--- config.mk ---
export PLATFORM = sky130hd
export DESIGN_NAME = reaction_timer_core
export DESIGN_NICKNAME = d
export VERILOG_FILES = /design/src/rtl/reaction_pkg.sv /design/src/rtl/bcd_counter4.sv /design/src/rtl/reaction_timer_core.sv
export SDC_FILE = /design/constraint.sdc
export NUM_CORES = 1
export LEC_CHECK = 0
export CORE_MARGIN = 2
export CORE_UTILIZATION = 60
export CTS_BUF_LIST = sky130_fd_sc_hd__clkbuf_16
export CTS_CLUSTER_DIAMETER = 60
export CTS_CLUSTER_SIZE = 16
export DETAILED_ROUTE_END_ITERATION = 7
export PLACE_DENSITY_LB_ADDON = 0.12
export SYNTH_ARGS = -nofsm -noshare
export SYNTH_HDL_FRONTEND = slang
export SYNTH_SLANG_ARGS = --single-unit
export TNS_END_PERCENT = 50
--- constraint.sdc ---
create_clock -name clk -period 5.2 [get_ports clk]
set_input_delay 1.04 -clock clk [delete_from_list [all_inputs] [get_ports clk]]
set_output_delay 1.04 -clock clk [all_outputs]
set_load 0.1 [all_outputs]
--- src/rtl/reaction_pkg.sv ---
// Shared definitions for the reaction timer: phase/state codes and BCD types.
package reaction_pkg;

  // State encoding doubles as the en[1:0] phase code seen downstream.
  typedef enum logic [1:0] {
    EN_DONE   = 2'b00,
    EN_IDLE   = 2'b01,
    EN_WAIT   = 2'b10,
    EN_TIMING = 2'b11
  } state_t;

  typedef logic [3:0] bcd_digit_t;

  localparam logic [15:0] BCD_MAX = 16'h9999;

endpackage

--- src/rtl/bcd_counter4.sv ---
// Four-digit saturating BCD counter; clr has priority over inc.
module bcd_counter4
  import reaction_pkg::*;
(
  input  logic       clk,
  input  logic       reset_n,
  input  logic       clr,
  input  logic       inc,
  output logic [3:0] bcd0,
  output logic [3:0] bcd1,
  output logic [3:0] bcd2,
  output logic [3:0] bcd3,
  output logic       at_max
);

  logic [3:0][3:0] digit_reg;
  logic [3:0][3:0] digit_next;
  logic [3:0]      is_nine;
  logic [3:0]      carry;
  logic            inc_ok;

  // No increment once the value sits at 9999.
  assign inc_ok = inc && (digit_reg != BCD_MAX);

  genvar gi;
  generate
    for (gi = 0; gi < 4; gi++) begin : g_digit
      assign is_nine[gi] = (digit_reg[gi] == 4'd9);
      // A digit steps when every lower digit is rolling over from 9.
      if (gi == 0) begin : g_c0
        assign carry[gi] = inc_ok;
      end else begin : g_cn
        assign carry[gi] = inc_ok && (&is_nine[gi-1:0]);
      end
      assign digit_next[gi] = carry[gi] ? (is_nine[gi] ? 4'd0 : digit_reg[gi] + 4'd1)
                                        : digit_reg[gi];
    end
  endgenerate

  // High when the value after this edge is 9999, so the FSM can stop on the same edge.
  assign at_max = (digit_next == BCD_MAX);

  assign bcd0 = digit_reg[0];
  assign bcd1 = digit_reg[1];
  assign bcd2 = digit_reg[2];
  assign bcd3 = digit_reg[3];

  // Digit register: reset and clear both force 0000.
  always_ff @(posedge clk) begin
    if (!reset_n || clr) begin
      digit_reg <= '0;
    end else begin
      digit_reg <= digit_next;
    end
  end

endmodule

--- src/rtl/reaction_timer_core.sv ---
// Reaction timer game control: random pre-GO delay, ms BCD timing, result hand-off.
module reaction_timer_core
  import reaction_pkg::*;
#(
  parameter int          TICK_DIV     = 50000,
  parameter int          MIN_DELAY_MS = 1000,
  parameter int          RAND_BITS    = 11,
  parameter logic [15:0] LFSR_SEED    = 16'hACE1
) (
  input  logic       clk,
  input  logic       reset_n,
  input  logic       start,
  input  logic       react,
  output logic [1:0] en,
  output logic [3:0] BCD0,
  output logic [3:0] BCD1,
  output logic [3:0] BCD2,
  output logic [3:0] BCD3,
  output logic       led_go
);

  localparam int             PW         = (TICK_DIV > 1) ? $clog2(TICK_DIV) : 1;
  localparam int             DW         = $clog2(MIN_DELAY_MS + (1 << RAND_BITS)) + 1;
  localparam logic [PW-1:0]  PRESC_LAST = PW'(TICK_DIV - 1);
  localparam logic [DW-1:0]  DELAY_MIN  = DW'(MIN_DELAY_MS);

  state_t         state_reg, state_next;
  logic [PW-1:0]  presc_reg, presc_next;
  logic [DW-1:0]  delay_reg, delay_next;
  logic [15:0]    lfsr_reg, lfsr_next;
  logic           led_go_reg;
  logic [DW-1:0]  delay_load;
  logic           tick;
  logic           bcd_clr;
  logic           bcd_inc;
  logic           bcd_at_max;

  assign tick       = (presc_reg == PRESC_LAST);
  // Fibonacci LFSR, taps 16,14,13,11 (maximal length, never reaches zero).
  assign lfsr_next  = {lfsr_reg[14:0], lfsr_reg[15] ^ lfsr_reg[13] ^ lfsr_reg[12] ^ lfsr_reg[10]};
  assign delay_load = DELAY_MIN + DW'(lfsr_reg[RAND_BITS-1:0]);

  // Start in IDLE/DONE begins a fresh round; react suppresses a coinciding tick.
  assign bcd_clr = start && ((state_reg == EN_IDLE) || (state_reg == EN_DONE));
  assign bcd_inc = (state_reg == EN_TIMING) && tick && !react;

  bcd_counter4 u_bcd (
    .clk     (clk),
    .reset_n (reset_n),
    .clr     (bcd_clr),
    .inc     (bcd_inc),
    .bcd0    (BCD0),
    .bcd1    (BCD1),
    .bcd2    (BCD2),
    .bcd3    (BCD3),
    .at_max  (bcd_at_max)
  );

  // Next-state, delay and prescaler logic.
  always_comb begin
    state_next = state_reg;
    delay_next = delay_reg;
    case (state_reg)
      EN_IDLE, EN_DONE: begin
        if (start) begin
          state_next = EN_WAIT;
          delay_next = delay_load;
        end
      end
      EN_WAIT: begin
        if (react) begin
          state_next = EN_DONE;            // false start, BCD stays 0000
        end else if (tick) begin
          if (delay_reg == DW'(1)) begin
            state_next = EN_TIMING;
          end
          delay_next = delay_reg - 1'b1;
        end
      end
      EN_TIMING: begin
        if (react) begin
          state_next = EN_DONE;
        end else if (tick && bcd_at_max) begin
          state_next = EN_DONE;            // timeout at 9999
        end
      end
      default: state_next = EN_IDLE;
    endcase
    // Clearing on every state change absorbs a tick landing on the transition edge.
    presc_next = ((state_next != state_reg) || tick) ? '0 : presc_reg + 1'b1;
  end

  // State, prescaler, delay, LFSR and GO LED registers.
  always_ff @(posedge clk) begin
    if (!reset_n) begin
      state_reg  <= EN_IDLE;
      presc_reg  <= '0;
      delay_reg  <= '0;
      lfsr_reg   <= LFSR_SEED;
      led_go_reg <= 1'b0;
    end else begin
      state_reg  <= state_next;
      presc_reg  <= presc_next;
      delay_reg  <= delay_next;
      lfsr_reg   <= lfsr_next;
      led_go_reg <= (state_next == EN_TIMING);
    end
  end

  assign en     = state_reg;
  assign led_go = led_go_reg;

endmodule

Word-level counts from Yosys, hierarchy flattened
Cells that the tools add are included. Widths: inputs -> output; s select.

Register bits after elaboration: 64.

Reduce and logical (&&, ||, !) cells: 20. Equal/unequal tests: 16. Add/subtract/negate cells: 7. Muxes and demuxes: 19. Bitwise gates (word level): 4.

Operators by type and width (number): $mux 13 (3); $eq 16x16->1 const B (2); $mux 4 (8); $pmux 13 s2 (1); $add 16x1->16 const B (1); $add 4x1->4 const B (4); $eq 4x4->1 const B (4); $ne 16x16->1 const B (1); $eq 13x1->1 const B (1); $sub 13x1->13 const B (1); $add 10x11->12 const A (1); $mux 2 (6); $logic_and 1x1->1 (8); $eq 2x2->1 const B (3); $ne 2x2->1 const B (3); $pmux 2 s3 (1); $reduce_and 4->1 (1); $reduce_or 2->1 (2); $logic_or 1x1->1 (3); $reduce_and 3->1 (1); $xor 1x1->1 (3); $eq 2x1->1 const B (1); $logic_not 1->1 (2); $logic_not 2->1 (1); 4 further kinds (4).

Depth between registers and ports, before layout
Gate-level depths: netlist of the first run.

Depth after elaboration: 14. Mapped depth: 8. Gate-level depth less buffers: 7.

Cells and area by module
Synthesis of the first run repeated with hierarchy kept, for this count alone.

Cells, all modules: 373. Area, all modules: 3211.8 µm².

By module, submodules not included: reaction_timer_core (area an instance 2265.9 µm², seq. area each 960.9 µm², cells an instance 255, instances 1); bcd_counter4 (area an instance 945.9 µm², seq. area each 320.3 µm², cells an instance 118, instances 1).

Least setup slack after synthesis of the first run
Ideal clock, no wire load.

Kind: register to register. From: register u_bcd.digit_reg, in the netlist u_bcd.bcd3[3]. To: register state_reg[0], in the netlist en[0]. Clock period less this slack: 2.899 ns. Arrival: 2.724 ns. Buffers on the path: 0. Required time: 5.025 ns. Cell stages (with the launch flop): 6. Setup slack: 2.301 ns. Path through: dfxtp_1 > or4bb_1 > nor4_1 > a21oi_1 > nor4b_1 > o221ai_1.

Cells in the longest elaborated chain, start to end: 9. Elaborated cells between the ends (all ways): 17. Those cells by class: 1 x add/sub; 3 x eq/ne; 8 x mux; 5 x reduce/logical.

RTL lines: start, declared (line bcd_counter4.sv:16) `logic [3:0][3:0] digit_reg;`; start signal, assigned (line bcd_counter4.sv:53) `digit_reg <= digit_next;`; parallel branches: the longest is 4 deep, another holds $add 4x1->4; $eq 16x16->1 (*) (line bcd_counter4.sv:41) `assign at_max = (digit_next == BCD_MAX);`; $logic_and 1x1->1 (*) (line reaction_timer_core.sv:83) `end else if (tick && bcd_at_max) begin`; $mux 2 (*) (line reaction_timer_core.sv:83); $mux 2 (*) (line reaction_timer_core.sv:81) `if (react) begin`; $pmux 2 s3 (*) (line reaction_timer_core.sv:63) `case (state_reg)`; end signal, assigned (line reaction_timer_core.sv:102) `state_reg <= state_next;`; end, declared (line reaction_timer_core.sv:27) `state_t state_reg, state_next;`.

Mark *: on every way between the ends. A chain may end at the register's enable or synchronous reset.

Worst setup path after layout of the first run
From: register presc_reg[4]. To: register delay_reg[0].

Cells in the longest elaborated chain, start to end: 3.

RTL lines: start, declared (line reaction_timer_core.sv:28) `logic [PW-1:0] presc_reg, presc_next;`; start signal, assigned (line reaction_timer_core.sv:103) `presc_reg <= presc_next;`; $eq 16x16->1 (line reaction_timer_core.sv:38) `assign tick = (presc_reg == PRESC_LAST);`; $ne 2x2->1 (no source line); $reduce_and 4->1 (no source line); end signal, assigned (line reaction_timer_core.sv:104) `delay_reg <= delay_next;`; end, declared (line reaction_timer_core.sv:29) `logic [DW-1:0] delay_reg, delay_next;`.

No other way between the ends.

==> results of run 1 <==
-- power by group through the flow --
stage	registers [mW]	clock network [mW]	logic (mW)
floorplan	0.546	0	0.0766
global placement	0.539	0	0.108
detailed placement	0.540	0	0.110
CTS	0.529	0.640	0.111
global route	0.533	0.667	0.127
finish	0.530	0.637	0.112
-- cell usage after synthesis (10+ instances only) --
cell       n
inv_1     10
a21oi_1   25
clkbuf_1  12
nor3_1    12
and2_1    13
nand2b_1  13
nor2_1    35
nand2_1   24
nand3_1   15
dfxtp_1   64
xor2_1    14
o21ai_0   18
nand4_1   10
-- cell families after synthesis --
logic type      share of synthesized area, %
compound gates                         14.57
xor+xnor                               6.341
fa+ha+maj                              1.575
buf+inv                                3.269
flops                                  40.33
mux                                   0.9453
simple gates                           32.97
-- per-stage QoR --
| stage | hold WS, ns | worst slack [ns] | cell area (um^2) | power (mW) | utilization (%) |
|---|---|---|---|---|---|
| 2_1_floorplan | 0.3863 | 2.301 | 3177 | 0.6222 | - |
| 3_3_place_gp | 0.3885 | 1.935 | 3426 | 0.6462 | 67.07 |
| 3_5_place_dp | 0.4010 | 1.906 | 3426 | 0.6493 | 67.07 |
| 4_1_cts | 0.4101 | 2.070 | 3747 | 1.281 | 73.37 |
| 5_1_grt | 0.4428 | 1.760 | 3747 | 1.326 | 73.37 |
| 6_report | 0.4102 | 2.070 | 3747 | 1.278 | 73.37 |
-- metal layers --
layer	part of all wire [%]	track usage (%)	up-vias
met3	4.7	4.824	10
met4	1.4	10.73	0
met1	49	33.31	1274
met5	0	0	-
li1	-	-	1392
met2	45	36.49	60
-- how the worst min path moves through the flow --
stage	start	endpoint	slack (ns)	cells after the start
after CTS	lfsr_reg[14]$_SDFF_PN0_	lfsr_reg[15]$_SDFF_PN1_	0.41	1
final	lfsr_reg[14]$_SDFF_PN0_	lfsr_reg[15]$_SDFF_PN1_	0.41	1
after global routing	lfsr_reg[14]$_SDFF_PN0_	lfsr_reg[15]$_SDFF_PN1_	0.44	1
after global placement	lfsr_reg[14]$_SDFF_PN0_	lfsr_reg[15]$_SDFF_PN1_	0.39	1
after detailed placement	lfsr_reg[14]$_SDFF_PN0_	lfsr_reg[15]$_SDFF_PN1_	0.40	1
after floorplan	lfsr_reg[14]$_SDFF_PN0_	lfsr_reg[15]$_SDFF_PN1_	0.39	1
-- final cells by class --
type / instances / area, um^2 / share of cell area (%)
Multi-Input combinational cell: 282 / 1792 / 47.81
Sequential cell: 64 / 1281 / 34.19
Timing Repair Buffer: 23 / 227.7 / 6.077
Clock buffer: 9 / 225.2 / 6.010
Clock inverter: 7 / 96.34 / 2.571
Tap cell: 70 / 87.58 / 2.337
Inverter: 10 / 37.54 / 1.002
-- worst max-delay path, stage by stage, from the launching register on --
cell and delay (ns):
dfxtp_1 0.35, or4b_4 0.57, or4_4 0.61, o21ai_0 0.95, o21ai_0 0.22, a221oi_1 0.33
-- layout by cell type (no fill, tap or decap), types with 3 or more instances in the layout --
cell	n
ha_1	4
mux2i_1	3
nor4_1	6
o31ai_1	5
a21oi_1	25
or4_1	7
inv_1	10
nand2b_1	13
and3_1	3
nand3b_1	4
a31oi_1	3
nand4_1	10
nand3_1	15
clkdlybuf4s50_1	22
nor3_1	12
nor2b_1	7
and2_1	13
clkbuf_16	9
nor2_1	35
nand4bb_1	3
xnor2_1	9
xor2_1	14
o21ai_0	18
or3_1	7
a211oi_1	4
dfxtp_1	64
nand2_1	24
==> metrics, run 1 <==
status completed; largest net degree at the start of global routing 25; post-synthesis net count 379; Antenna Nets Post-Route 0; vias post-DR 2736; Peak VDD IR 0.2634 mV; yosys warns 0; Critical Path Source presc_reg[4]$_SDFF_PP0_; DR pass1 iterations 4; register bit total from synthesis 64; Seq/Total Area, Yosys 40.33%; final number of setup-violating endpoints 0; DR WL/cell 14.36 um; Routed WL 6677 um; number of global-route vias before repair 2545; Row Count 26; Synth top area share 40.33%; leakage power 1.263 nW; Distinct cells, synth 55; number of fill cells in the layout 389; post-cts resize count 0; DRC viols 0; gpl congestion 0.8119; Logic pwr share 8.7%; total die area 5893 um^2; share of cells above drive strength 1 6.329%; Startpoint Class register; Slew Limit Fails 0; Clk network pwr share 49.8%; Starting Density 62.20%; Final min period 3.130 ns; Worst Setup End Kind register; Max-cap violations 0; CP Capture Point delay_reg[0]$_SDFFE_PN0P_; clk sinks 64; P_int 0.9696 mW; top cells by area, synth dfxtp_1 40%, nor2_1 4.1%, a21oi_1 3.9%; initial antenna violation count 0; clk buf depth 2; TritonCTS clock tree built; Critical Path RT 5.42 ns; Fin Setup TNS 0 ns; via-per-instance ratio 5.884; Crit Path Max Fanout 12; Hold WC Path Type register to register; Most used DFF post-synth dfxtp_1; clk_lat worst skew 0.32 ns; Post-CTS Hold Buffers 0; Nets 398; Max Freq 0.3195 GHz; chip width 76.77 um; RSZ-0062 raised after global routing no; Root Buffer clkbuf_16; syn_area_per_cell 8.563 um^2; Initial DRC Count 276; core area 5107 um^2; reg-to-reg startpoint presc_reg[4]$_SDFF_PP0_; post-route insts no fill 465; post-detail-place hpwl 4502 um; n_diodes 0; Slew headroom 20.74%; R2R cell count 5; fin crit share 60.19%; die height 76.77 um; Slew @ Worst Pin 1.176 ns; Synth Cell Area 3177 um^2; Final Hold Viols 0; Setup Crit Path Kind register to register; Area Growth Syn to Fin 17.96%; EDFF count, synth 0; GRT overflow 0; first-pass GRT wire length 11620 um; Synth async-reset ratio 0%; cells after synthesis 371; Total GRT Usage 24.13%; Layout Skew 0.004518 ns; PortBufs 22; H-Tree Depth 3; R2R Setup Slk 2.07 ns; leading area contributor after synthesis dfxtp_1; postcts setup bufs 0; WP data arrival 3.35 ns; Inst Count DP 449; sw power 0.3084 mW; cts bufs inserted 9; Ports 23; Switching Fraction 24.13%; Sequential Power Share 41.5%; clock-pin transition on the worst setup and hold timing paths 0.05 ns; FF-to-FF End delay_reg[0]$_SDFFE_PN0P_; PD cells 341.1 nW/um^2
No activity file was read; power rests on OpenSTA's default activity.
==> run 2, diff against run 1 <==
CORE_UTILIZATION = 58   (was 60)
clock period = 3.2 ns   (was 5.2 ns; I/O delays follow)
==> run 2 against run 1 <==
Global-route usage up 0.72 points. Routed wire length up 5.8%. Largest cell class unchanged. Maximum frequency grew 18%. Combinational power rose by 65%. Critical path type unchanged.
==> metrics, run 2 (same netlist as run 1, synthesis figures left out) <==
post-cts resize count 0; DRC viols 0; share of cells above drive strength 1 11.78%; commonest non-fill, non-tap cell in the layout dfxtp_1; TritonCTS clock tree built; vias post-DR 2817; Area Growth Syn to Fin 16.34%; Place WS 0.3340 ns; Slew headroom 43.62%; H-Tree Depth 3; delay-heaviest family, CP simple AND/OR/NAND/NOR gates; Total GRT Usage 24.85%; Root Buffer clkbuf_16; Row Count 26; Slew Limit Fails 0; number of global-route vias before repair 2638; DR pass1 iterations 5; Crit-path slowest cell or4b_1; RSZ-0062 raised after global routing no; Fin Setup TNS 0 ns; Initial DRC Count 133; Max-cap violations 0; die height 78.01 um; PD cells 537.4 nW/um^2; Starting Density 61.03%; n_diodes 0; Crit Path Max Fanout 13; status completed; initial antenna violation count 0; chip width 78.01 um; gpl congestion 0.8315; Final Hold Viols 0; most frequent cells in the layout 64 x dfxtp_1, 35 x nor2_1, 25 x a21oi_1; Inst Count DP 453; postcts setup bufs 0; fin crit share 83.14%; Peak VDD IR 0.4202 mV; clk_lat worst skew 0.33 ns; PortBufs 22; clk buf depth 2; Critical Path RT 3.45 ns; Max Freq 0.3759 GHz; final number of setup-violating endpoints 0; Routed WL 7064 um; R2R Setup Slk 0.54 ns; Overall Power 1.986 mW; largest net degree at the start of global routing 24; GRT overflow 0; leakage power 1.308 nW; clock-pin transition on the worst setup and hold timing paths 0.05 ns; cts bufs inserted 9; Post-CTS Hold Buffers 0; post-route insts no fill 469; clk sinks 64; crit path cell chain or4b_1 -> or4_4 -> o21a_1 -> or4_1 -> a21oi_1; largest stage delay on the critical path 0.61 ns; core area 5205 um^2; post-detail-place hpwl 4706 um; Final min period 2.660 ns; Worst Setup End Kind register; Antenna Nets Post-Route 0; Nets 402; Setup Crit Path Kind register to register; Slew @ Worst Pin 0.8456 ns; Startpoint Class register; Ports 23; first-pass GRT wire length 11970 um; WP data arrival 2.91 ns; WP buf/inv 0; total die area 6086 um^2; Hold WC Path Type register to register; via-per-instance ratio 6.006; Setup WS post-layout 0.5396 ns; Layout Skew 0.005315 ns; DR WL/cell 15.06 um
## run 2: metrics by stage
stage	hold slack, ns	cell area [um^2]	utilization, %
finish	0.4140	3696	71.01
global route	0.4399	3696	71.01
CTS	0.4154	3696	71.01
detailed placement	0.3987	3408	65.48
global placement	0.3933	3408	65.48
floorplan	0.3863	3177	-
## run 2: layer usage
layer / share of wire (%) / GRT usage, % / up-vias
met2: 48 / 38.45 / 57
met3: 4.4 / 7.816 / 12
li1: - / - / 1404
met4: 1.6 / 13.86 / 0
met1: 46 / 30.69 / 1344
met5: 0 / 0 / -
## run 2: report_power, final
| group | internal (mW) | total, mW | switching (mW) |
|---|---|---|---|
| Combinational | 0.0676 | 0.185 | 0.118 |
| Clock | 0.593 | 0.941 | 0.347 |
| Sequential | 0.830 | 0.860 | 0.0307 |
## run 2: area by class of cell
type                            count  area (um^2)
Tap cell                           70        87.58
Clock inverter                      7        62.56
Clock buffer                        9        225.2
Sequential cell                    64         1281
Fill cell                         418         1509
Inverter                           10        37.54
Multi-Input combinational cell    282         1792
Timing Repair Buffer               27        210.2
## run 2: path summary, 6_finish.rpt
path                                     end                      from  cells after the start
setup reg to reg  delay_reg[12]$_SDFFE_PN0P_  presc_reg[10]$_SDFF_PP0_                      5
setup / recovery  delay_reg[12]$_SDFFE_PN0P_  presc_reg[10]$_SDFF_PP0_                      5
hold / removal       lfsr_reg[15]$_SDFF_PN1_   lfsr_reg[14]$_SDFF_PN0_                      1
hold reg to reg      lfsr_reg[15]$_SDFF_PN1_   lfsr_reg[14]$_SDFF_PN0_                      1
## run 2: worst register-to-register path: cells and delay by family, from the launching register on
family | cells | cell delay, ns
flip-flops | 1 | 0.34
AND/OR/NAND/NOR | 3 | 1.75
AO/OA/AOI/OAI | 2 | 0.52
